<file path="src/rtl/tx_mailbox_controller_pkg.sv">
// ---------------------------------------------------------------------------
// tx_mailbox_pkg
// Shared types and constants for the transmit mailbox and its link interface.
//   tx_state_t         : drain FSM state (IDLE waits for work, SEND holds a word)
//   num_channels()     : channel count derived from the channel address width
//   DEFAULT_DATA_WIDTH : message word width, shared with the receive side
// ---------------------------------------------------------------------------
package tx_mailbox_pkg;

  typedef enum logic [0:0] {
    IDLE = 1'b0,
    SEND = 1'b1
  } tx_state_t;

  localparam int DEFAULT_DATA_WIDTH = 32;

  function automatic int num_channels(input int addr_width);
    return 32'sd1 <<< addr_width;
  endfunction

endpackage

</file>
<file path="src/rtl/tx_mailbox_controller_if.sv">
// ---------------------------------------------------------------------------
// tx_mailbox_link_if
// Valid/ready link between the transmit mailbox and the link serializer.
//   link_valid   : word presented (mailbox -> serializer)
//   link_ready   : serializer accepts the word (serializer -> mailbox)
//   link_channel : channel of the presented word
//   link_data    : presented word
// Modports: master = mailbox side, slave = serializer side.
// ---------------------------------------------------------------------------
interface tx_mailbox_link_if #(
  parameter int ADDR_WIDTH_RF = 1,
  parameter int DATA_WIDTH    = tx_mailbox_pkg::DEFAULT_DATA_WIDTH
);

  logic                     link_valid;
  logic                     link_ready;
  logic [ADDR_WIDTH_RF-1:0] link_channel;
  logic [DATA_WIDTH-1:0]    link_data;

  modport master (
    output link_valid,
    output link_channel,
    output link_data,
    input  link_ready
  );

  modport slave (
    input  link_valid,
    input  link_channel,
    input  link_data,
    output link_ready
  );

endinterface

</file>
<file path="src/rtl/tx_mailbox_controller_arbiter.sv">
// ---------------------------------------------------------------------------
// round_robin_arbiter
// Purely combinational round-robin pick over N request lines. The search
// starts at the index just after last_served and wraps, so the most recently
// served channel has the lowest priority.
//   request     : one bit per channel
//   last_served : index granted by the previous completed transfer
//   grant_index : winning channel (0 when nothing is requested)
//   grant_valid : at least one request is present
// ---------------------------------------------------------------------------
module round_robin_arbiter #(
  parameter int N = 2
) (
  input  logic [N-1:0]         request,
  input  logic [$clog2(N)-1:0] last_served,
  output logic [$clog2(N)-1:0] grant_index,
  output logic                 grant_valid
);

  localparam int IW = $clog2(N);

  logic [IW-1:0] cand_s;

  // Walk offsets from farthest to nearest so the nearest requester after
  // last_served is the last (and therefore winning) assignment.
  always_comb begin
    grant_index = {IW{1'b0}};
    grant_valid = 1'b0;
    cand_s      = {IW{1'b0}};
    for (int off = N; off >= 1; off--) begin
      cand_s = IW'((int'(last_served) + off) % N);
      if (request[cand_s]) begin
        grant_index = cand_s;
        grant_valid = 1'b1;
      end else begin
        grant_index = grant_index;
        grant_valid = grant_valid;
      end
    end
  end

endmodule

</file>
<file path="src/rtl/tx_mailbox_controller.sv">
// ---------------------------------------------------------------------------
// tx_mailbox_controller
// Transmit mailbox: the core loads outgoing words into per-channel slots and
// marks them pending; a two-state FSM drains pending slots round-robin onto
// the link and clears each pending flag when the link accepts the word.
//   clk, reset_n      : clock, asynchronous active-low reset
//   tx_write_enable   : load write_data into slot address_1
//   address_1         : channel to load
//   write_data        : outgoing word
//   address_2         : channel to poll
//   read_data         : pending flag of address_2 (combinational)
//   tx_write_error    : one-cycle pulse, load rejected because slot was busy
//   link (master)     : valid/ready word output to the serializer
// ---------------------------------------------------------------------------
module tx_mailbox_controller
  import tx_mailbox_pkg::*;
#(
  parameter int ADDR_WIDTH_RF = 1,
  parameter int DATA_WIDTH    = DEFAULT_DATA_WIDTH
) (
  input  logic                     clk,
  input  logic                     reset_n,
  input  logic                     tx_write_enable,
  input  logic [ADDR_WIDTH_RF-1:0] address_1,
  input  logic [DATA_WIDTH-1:0]    write_data,
  input  logic [ADDR_WIDTH_RF-1:0] address_2,
  output logic                     read_data,
  output logic                     tx_write_error,
  tx_mailbox_link_if.master        link
);

  localparam int NUM_CH = num_channels(ADDR_WIDTH_RF);

  logic [NUM_CH-1:0]        pending_r;
  logic [DATA_WIDTH-1:0]    slot_data_r [NUM_CH];
  tx_state_t                state_r;
  logic [ADDR_WIDTH_RF-1:0] last_served_r;
  logic                     link_valid_r;
  logic [ADDR_WIDTH_RF-1:0] link_channel_r;
  logic [DATA_WIDTH-1:0]    link_data_r;
  logic                     tx_write_error_r;

  logic                     load_busy_s;
  logic                     load_accept_s;
  logic                     handshake_s;
  logic [ADDR_WIDTH_RF-1:0] grant_index_s;
  logic                     grant_valid_s;

  round_robin_arbiter #(
    .N (NUM_CH)
  ) u_arbiter (
    .request     (pending_r),
    .last_served (last_served_r),
    .grant_index (grant_index_s),
    .grant_valid (grant_valid_s)
  );

  // Load and handshake qualifiers; the busy check sees pending before the edge,
  // so a load aimed at the channel being handed off this edge is rejected.
  always_comb begin
    load_busy_s   = pending_r[address_1];
    load_accept_s = tx_write_enable & ~load_busy_s;
    handshake_s   = (state_r == SEND) & link_valid_r & link.link_ready;
  end

  assign read_data         = pending_r[address_2];
  assign tx_write_error    = tx_write_error_r;
  assign link.link_valid   = link_valid_r;
  assign link.link_channel = link_channel_r;
  assign link.link_data    = link_data_r;

  // Slot storage, pending flags and the reject pulse. A handshake channel is
  // always pending, so an accepted load never targets it on the same edge.
  always_ff @(posedge clk or negedge reset_n) begin
    if (!reset_n) begin
      pending_r        <= {NUM_CH{1'b0}};
      slot_data_r      <= '{default: {DATA_WIDTH{1'b0}}};
      tx_write_error_r <= 1'b0;
    end else begin
      tx_write_error_r <= tx_write_enable & load_busy_s;
      if (handshake_s) begin
        pending_r[link_channel_r] <= 1'b0;
      end
      if (load_accept_s) begin
        pending_r[address_1]   <= 1'b1;
        slot_data_r[address_1] <= write_data;
      end
    end
  end

  // Drain FSM: IDLE latches the arbiter winner, SEND holds it until accepted.
  // last_served resets to the top channel so channel 0 wins first.
  always_ff @(posedge clk or negedge reset_n) begin
    if (!reset_n) begin
      state_r        <= IDLE;
      last_served_r  <= {ADDR_WIDTH_RF{1'b1}};
      link_valid_r   <= 1'b0;
      link_channel_r <= {ADDR_WIDTH_RF{1'b0}};
      link_data_r    <= {DATA_WIDTH{1'b0}};
    end else begin
      case (state_r)
        IDLE: begin
          if (grant_valid_s) begin
            link_channel_r <= grant_index_s;
            link_data_r    <= slot_data_r[grant_index_s];
            link_valid_r   <= 1'b1;
            state_r        <= SEND;
          end else begin
            link_valid_r   <= 1'b0;
            state_r        <= IDLE;
          end
        end
        SEND: begin
          if (handshake_s) begin
            last_served_r <= link_channel_r;
            link_valid_r  <= 1'b0;
            state_r       <= IDLE;
          end else begin
            link_valid_r  <= 1'b1;
            state_r       <= SEND;
          end
        end
        default: begin
          link_valid_r <= 1'b0;
          state_r      <= IDLE;
        end
      endcase
    end
  end

endmodule

</file>
<file path="src/flat_wrapper.sv">
// flat-port wrapper written by rule: the top's interface ports become plain ports
module tx_mailbox_controller_flat import tx_mailbox_pkg::*;
#(
  parameter int ADDR_WIDTH_RF = 1,
  parameter int DATA_WIDTH    = DEFAULT_DATA_WIDTH
)
  (clk, reset_n, tx_write_enable, address_1, write_data, address_2, read_data, tx_write_error, link_link_valid, link_link_channel, link_link_data, link_link_ready);
  tx_mailbox_link_if #(.ADDR_WIDTH_RF(ADDR_WIDTH_RF), .DATA_WIDTH(DATA_WIDTH)) link_i ();
  input  logic clk;
  input  logic reset_n;
  input  logic tx_write_enable;
  input  logic [ADDR_WIDTH_RF-1:0] address_1;
  input  logic [DATA_WIDTH-1:0] write_data;
  input  logic [ADDR_WIDTH_RF-1:0] address_2;
  output logic read_data;
  output logic tx_write_error;
  output wire logic [$bits(link_i.link_valid)-1:0] link_link_valid;
  output wire logic [$bits(link_i.link_channel)-1:0] link_link_channel;
  output wire logic [$bits(link_i.link_data)-1:0] link_link_data;
  input wire logic [$bits(link_i.link_ready)-1:0] link_link_ready;
  assign link_link_valid = link_i.link_valid;
  assign link_link_channel = link_i.link_channel;
  assign link_link_data = link_i.link_data;
  assign link_i.link_ready = link_link_ready;
  tx_mailbox_controller #(.ADDR_WIDTH_RF(ADDR_WIDTH_RF), .DATA_WIDTH(DATA_WIDTH)) u_core (.clk(clk), .reset_n(reset_n), .tx_write_enable(tx_write_enable), .address_1(address_1), .write_data(write_data), .address_2(address_2), .read_data(read_data), .tx_write_error(tx_write_error), .link(link_i));
endmodule
</file>
<file path="config.mk">
export PLATFORM = sky130hd
export DESIGN_NAME = tx_mailbox_controller_flat
export DESIGN_NICKNAME = d
export VERILOG_FILES = /design/src/rtl/tx_mailbox_controller_pkg.sv /design/src/rtl/tx_mailbox_controller_if.sv /design/src/rtl/tx_mailbox_controller_arbiter.sv /design/src/rtl/tx_mailbox_controller.sv /design/src/flat_wrapper.sv
export SDC_FILE = /design/constraint.sdc
export NUM_CORES = 1
export LEC_CHECK = 0
export ABC_AREA = 1
export CAP_MARGIN = 40
export CORE_UTILIZATION = 39
export CTS_CLUSTER_DIAMETER = 100
export DETAILED_ROUTE_END_ITERATION = 12
export GPL_TIMING_DRIVEN = 1
export SYNTH_ARGS = -nofsm -noshare
export SYNTH_HDL_FRONTEND = slang
export SYNTH_HIERARCHICAL = 1
export SYNTH_SLANG_ARGS = --single-unit
export TNS_END_PERCENT = 100
</file>
<file path="constraint.sdc">
create_clock -name clk -period 1.6 [get_ports clk]
set_input_delay 0.24 -clock clk [delete_from_list [all_inputs] [get_ports clk]]
set_output_delay 0.24 -clock clk [all_outputs]
set_load 0.005 [all_outputs]
</file>
Word level (Yosys, flattened, before mapping)
Cells that the tools add are included.
{"block": "word_totals", "word_cells": 62, "inputBits": 38, "reg_bits": 102}
{"block": "op_classes", "addsub": 2, "n_bitwise": 10, "n_mux": 27, "reduce_logical": 5, "magnitude_cmp": 10}
{"operator": "32-bit 2-to-1 mux", "n": 4}
{"operator": "64-bit bitwise mux", "n": 1}
{"operator": "32-bit demux with 1-bit select", "n": 1}
{"operator": "1-bit 2-to-1 mux", "n": 16}
{"operator": "1-bit by 2-bit less-than comparator with 1-bit output, second input constant", "n": 5}
{"operator": "2-bit >= comparator, second input constant", "n": 2}
{"operator": "2-bit 2-to-1 mux", "n": 2}
{"operator": "1-bit NOT with 2-bit output", "n": 2}
{"operator": "2-bit AND reduction", "n": 2}
{"operator": "1-bit bitwise AND", "n": 3}
{"operator": "1-bit logical AND", "n": 3}
{"operator": "1-bit adder, second input constant", "n": 2}
{"operator": "2-bit bitwise AND", "n": 1}
{"operator": "1-bit demux with 1-bit select", "n": 2}
{"operator": "1-bit >= comparator, second input constant", "n": 2}
{"operator": "2-bit by 1-bit less-than comparator with 1-bit output, second input constant", "n": 1}
{"operator": "1-bit NOT", "n": 2}
{"operator": "2-bit NOT", "n": 1}
{"operator": "2-bit OR", "n": 1}
{"operator": "1-bit case mux with 2 select lines", "n": 1}

Longest topological paths before layout
{"block": "logic_depth", "depth_word": 9, "depth_mapped": 9}

By module
The synthesis kept the hierarchy.
{"module": "tx_mailbox_controller", "cells_each": 547, "n_inst": 1, "area_per_inst_um2": 4428.0}
{"module": "round_robin_arbiter", "cells_each": 3, "n_inst": 1, "area_per_inst_um2": 15.0}

Worst setup path after synthesis
OpenSTA, ideal clock, no wires.
{"block": "synth_path", "path_type": "flip-flop to flip-flop", "startpoint": "reg u_core.last_served_r", "endpoint": "reg u_core.link_data_r[13], in the netlist u_core/link.link_data[13]", "slack_ns": 0.350, "setup_time_ns": 0.066, "arrival_time_ns": 1.184, "required_time_ns": 1.534, "stages_incl_launch_ff": 9, "cell_sequence": "dfstp_2 -> a21oi_1 -> buf_2 -> inv_1 -> buf_2 -> nand2_1 -> nand2_1 -> nand2_1 -> nand2_1"}
{"block": "synth_between", "elab_chain_cells": 9}
{"element": "from (decl)", "line": "tx_mailbox_controller.sv:37", "source": "logic [ADDR_WIDTH_RF-1:0] last_served_r;"}
{"element": "from (signal assigned)", "line": "tx_mailbox_controller.sv:96", "source": "last_served_r <= {ADDR_WIDTH_RF{1'b1}};"}
{"element": "from (signal assigned)", "line": "tx_mailbox_controller.sv:115", "source": "last_served_r <= link_channel_r;"}
{"element": "1-bit adder", "line": "tx_mailbox_controller_arbiter.sv:31", "source": "cand_s = IW'((int'(last_served) + off) % N);"}
{"element": "1-bit 2-to-1 mux (implied by the code) (2 in a row)", "line": "tx_mailbox_controller_arbiter.sv:32", "source": "if (request[cand_s]) begin"}
{"element": "1-bit 2-to-1 mux", "line": "tx_mailbox_controller_arbiter.sv:32"}
{"element": "1-bit 2-to-1 mux (*)", "line": "tx_mailbox_controller_arbiter.sv:32"}
{"element": "via u_core.grant_index_s", "line": "tx_mailbox_controller.sv:46", "source": "logic [ADDR_WIDTH_RF-1:0] grant_index_s;"}
{"element": "1-bit NOT with 2-bit output (implied by the code) (*)", "line": "tx_mailbox_controller.sv:105", "source": "link_data_r <= slot_data_r[grant_index_s];"}
{"element": "32-bit 2-to-1 mux (implied by the code) (*) (3 in a row)", "line": "tx_mailbox_controller.sv:105"}
{"element": "to (signal assigned)", "line": "tx_mailbox_controller.sv:99", "source": "link_data_r <= {DATA_WIDTH{1'b0}};"}
{"element": "to (signal assigned)", "line": "tx_mailbox_controller.sv:105"}
{"element": "to (decl)", "line": "tx_mailbox_controller.sv:40", "source": "logic [DATA_WIDTH-1:0] link_data_r;"}
The timed path passes the listed nets; every way through them passes the cells marked *. The select of a mux whose other input is x is not followed.
A chain may end at the register's enable or synchronous reset.

Worst setup path in the final report
{"block": "layout_path", "startpoint": "reg u_core.link_channel_r, in the netlist u_core/link.link_channel", "endpoint": "out link_link_channel"}
{"element": "from (decl)", "line": "tx_mailbox_controller.sv:39", "source": "logic [ADDR_WIDTH_RF-1:0] link_channel_r;"}
{"element": "from (signal assigned)", "line": "tx_mailbox_controller.sv:98", "source": "link_channel_r <= {ADDR_WIDTH_RF{1'b0}};"}
{"element": "from (signal assigned)", "line": "tx_mailbox_controller.sv:104", "source": "link_channel_r <= grant_index_s;"}
{"element": "to (decl)", "line": "flat_wrapper.sv:18", "source": "output wire logic [$bits(link_i.link_channel)-1:0] link_link_channel;"}
No word-level cell between the ends.

==> results by group <==
Worst setup path
  • Ordered list of cells on the worst path: clkdlybuf4s50_1
  • Worst setup path category: reg -> out
  • Required time at the endpoint of the critical path: 1360 ps
  • Buffers and inverters on the worst path: 1
  • Kind of start point of the critical path: register
  • Kind of cell adding the most delay to the critical path: buffers and inverters
  • Critical path capture point type: output port
  • Arrival @ worst endpoint: 1250 ps
  • Max Fanout on Critical Path: 4
  • Slowest cell on the critical path: sky130_fd_sc_hd__clkdlybuf4s50_1
  • Largest stage delay on the critical path: 520 ps

Run
  • Count of max-cap constraint violations: 0

Synth
  • Total nets after synthesis: 588
  • Area of the mapped netlist: 4440 um2
  • Most frequently used flop master after synthesis: sky130_fd_sc_hd__dfrtp_1
  • Synth area leaders: sky130_fd_sc_hd__dfrtp_1 (57%), sky130_fd_sc_hd__nand2_1 (27%), sky130_fd_sc_hd__nand4_1 (4.5%)
  • Synthesized netlist cell count: 550
  • Count of unique library cells instantiated by Yosys: 20
  • Proportion of netlist area held by the largest area contributor: 56.9%
  • Most frequent cells after synthesis: sky130_fd_sc_hd__nand2_1 (325), sky130_fd_sc_hd__dfrtp_1 (101), sky130_fd_sc_hd__nand3_1 (32), sky130_fd_sc_hd__nand4_1 (32), sky130_fd_sc_hd__buf_2 (24)
  • Sequential share of the synthesized area: 57.5%
  • Cell type with the highest aggregate area in the netlist: sky130_fd_sc_hd__dfrtp_1
  • Synth Warn #: 6
  • Library cell with the highest instance count after synthesis: sky130_fd_sc_hd__nand2_1
  • Number of synthesized flops with an enable pin: 0
  • Post-synthesis register bit count: 102
  • Post-synthesis area per instance: 8.08 um2
  • Async set-reset flop share out of synthesis: 100%

STA
  • Number of endpoints failing setup at the final stage: 0
  • Period minus WS final: 1490 ps
  • Worst-case setup margin in the final layout: 114 ps
  • Normalized max-slew margin: 72.8%
  • Worst clock skew on the final layout: 7.73 ps
  • Maximum clock frequency: 673 MHz
  • Setup repair after global routing missed its margin: false
  • Number of failing hold endpoints at the final stage: 0
  • Period utilization: 92.8%
  • Slew at the pin closest to its max-slew limit: 408 ps
  • Final max-slew violation count: 0

Detailed routing
  • Number of design-rule violations left by the first detailed-router iteration: 171
  • Per-cell routed wire length: 14.4 um
  • Initial DRT Pass Iterations: 4
  • Total length of routed wires: 11.1 mm
  • DRC violation count after routing: 0
  • DRT antenna net count: 0
  • Routed via count: 3812
  • Detail-routed via count per cell: 4.96

Global route
  • Global-route usage over all layers: 21.0%
  • Pin count of the biggest net entering global routing: 45
  • Initial antenna violation count: 0
  • Number of global-route vias before repair: 3879
  • Global-route wire length before repair: 19.0 mm
  • Remaining global-route overflow: 0

Die
  • CORE AREA: 11000 um2
  • Height of the chip: 109 um
  • Number of placed I/O pins: 74
  • Initial standard-cell utilization of the core: 40.5%
  • Horizontal die dimension: 109 um
  • Placement Rows: 38
  • Total die area: 11800 um2

Cells and area
  • Number of standard cells in the final layout excluding fillers: 769
  • Area Growth Syn to Fin: 29.3%
  • Ratio of cells with drive above 1 in the final layout: 7.95%
  • Total number of nets in the final design: 662
  • Fraction of the core area covered by cells at the end of the flow: 52.3%
  • Ant diodes: 0

CTS
  • CTS tree: done
  • Level count of the clock H-tree: 3
  • Clock slew at the register clock pins of the worst setup and hold paths: 60 ps
  • Insertion delay of the later-clocked pin in the worst-skew pair: 340 ps
  • Inserted Clock Buffers: 9
  • CTS max path bufs: 2
  • Clock Sinks: 102
  • Buffer type at the clock tree root: sky130_fd_sc_hd__clkbuf_16

Run status
  • Result of the run: completed

Power
  • Pwr dens: 1960 nW/um2
  • Leakage power figure: 3.01 nW
  • Peak supply drop: 0.000866 V

Placed design
  • Weighted congestion at the end of routability-driven global placement: 0.740
  • Number of cells in the design after placement: 750
  • Pre-CTS WS: -39.2 ps
  • Port Buf Inserts: 73
  • DP HPWL: 7.28 mm

Worst hold path
  • Type of the most critical hold path: in -> reg
-- cells in the final DEF (no fill, tap or decap) --
master / count
sky130_fd_sc_hd__a21oi_1: 1
sky130_fd_sc_hd__a21oi_4: 1
sky130_fd_sc_hd__buf_12: 5
sky130_fd_sc_hd__buf_2: 1
sky130_fd_sc_hd__buf_4: 21
sky130_fd_sc_hd__bufinv_16: 2
sky130_fd_sc_hd__clkbuf_1: 1
sky130_fd_sc_hd__clkbuf_16: 9
sky130_fd_sc_hd__clkbuf_8: 1
sky130_fd_sc_hd__clkdlybuf4s50_1: 70
sky130_fd_sc_hd__clkinvlp_4: 3
sky130_fd_sc_hd__dfrtp_1: 100
sky130_fd_sc_hd__dfrtp_2: 1
sky130_fd_sc_hd__dfstp_2: 1
sky130_fd_sc_hd__dlygate4sd2_1: 1
sky130_fd_sc_hd__dlygate4sd3_1: 1
sky130_fd_sc_hd__inv_1: 6
sky130_fd_sc_hd__inv_2: 1
sky130_fd_sc_hd__nand2_1: 325
sky130_fd_sc_hd__nand2_2: 2
sky130_fd_sc_hd__nand3_1: 32
sky130_fd_sc_hd__nand3_2: 1
sky130_fd_sc_hd__nand4_1: 32
sky130_fd_sc_hd__nor2_1: 3
sky130_fd_sc_hd__nor2_4: 1
sky130_fd_sc_hd__o21ai_0: 5
sky130_fd_sc_hd__o21ai_1: 1
sky130_fd_sc_hd__or2_1: 1
-- state kept, by name, indices dropped and copies added (netlist names) --
name / flops
u_core/tx_write_error: 1
u_core/pending_r: 2
u_core/last_served_r: 1
u_core/slot_data_r: 64
u_core/link.link_data: 32
u_core/link.link_channel: 1
u_core/link.link_valid: 1
-- cells by family after synthesis --
kind of cell	count (synthesis)	share of synthesized area, %
AOI/OAI and AO/OA	8	0.901
buffers and inverters	43	4.90
DFF	102	57.5
and+or+nand+nor	397	36.7
-- power breakdown --
group / switching (mW) / internal (mW)
Clock: 0.943 / 1.41
Combinational: 2.53 / 1.94
Sequential: 0.628 / 3.79
-- per-layer routing --
metal / global-route usage (%) / vias to the layer above / wire length [um]
met4: 5.98 / 0 / 90
met3: 3.95 / 8 / 692
met5: 0 / - / 0
met2: 34.4 / 104 / 5320
li1: - / 1875 / -
met1: 28.4 / 1825 / 4980
-- path summary, 6_finish.rpt --
| kind | from | endpoint | slack, ps | cells past startpoint |
|---|---|---|---|---|
| min in group asynchronous | reset_n | u_core/link.link_data[1]$_DFFE_PN0P_ | 370 | 2 |
| max in group asynchronous | reset_n | u_core/link.link_data[12]$_DFFE_PN0P_ | 650 | 3 |
| hold reg to reg | u_core/slot_data_r[10]$_DFFE_PN0P_ | u_core/slot_data_r[10]$_DFFE_PN0P_ | 470 | 2 |
| setup / recovery | u_core/link.link_channel$_DFFE_PN0P_ | link_link_channel | 110 | 1 |
| setup reg to reg | u_core/pending_r[0]$_DFF_PN0_ | u_core/link.link_data[27]$_DFFE_PN0P_ | 140 | 8 |
| hold / removal | tx_write_enable | u_core/tx_write_error$_DFF_PN0_ | 340 | 3 |
-- final cells by class --
cell class,instances,area [um2]
Sequential cell,102,2550
Clock inverter,5,82.6
Timing Repair Buffer,99,982
Inverter,7,26.3
Multi-Input combinational cell,405,1680
Fill cell,1069,5240
Tap cell,140,175
Clock buffer,11,243
-- stage by stage --
step	hold slack [ps]	total power, mW	cell area (um2)	setup TNS, ps
2_1_floorplan	-55.6	6.97	4440	0
3_3_place_gp	197	8.85	5400	-37.9
3_5_place_dp	197	8.95	5400	-39.2
4_1_cts	334	11.4	5750	0
5_1_grt	359	12.2	5750	0
6_report	339	11.2	5750	0
-- repair_timing --
| item | in CTS | in global routing |
|---|---|---|
| resized for setup | 2 | 0 |
| hold buffers | 1 | 0 |
| setup buffers | 2 | 0 |
| endpoints found under the hold margin | 26 | 0 |
| setup endpoints to repair | 1 | 0 |
Note: power is estimated with default switching activity, not from simulation.
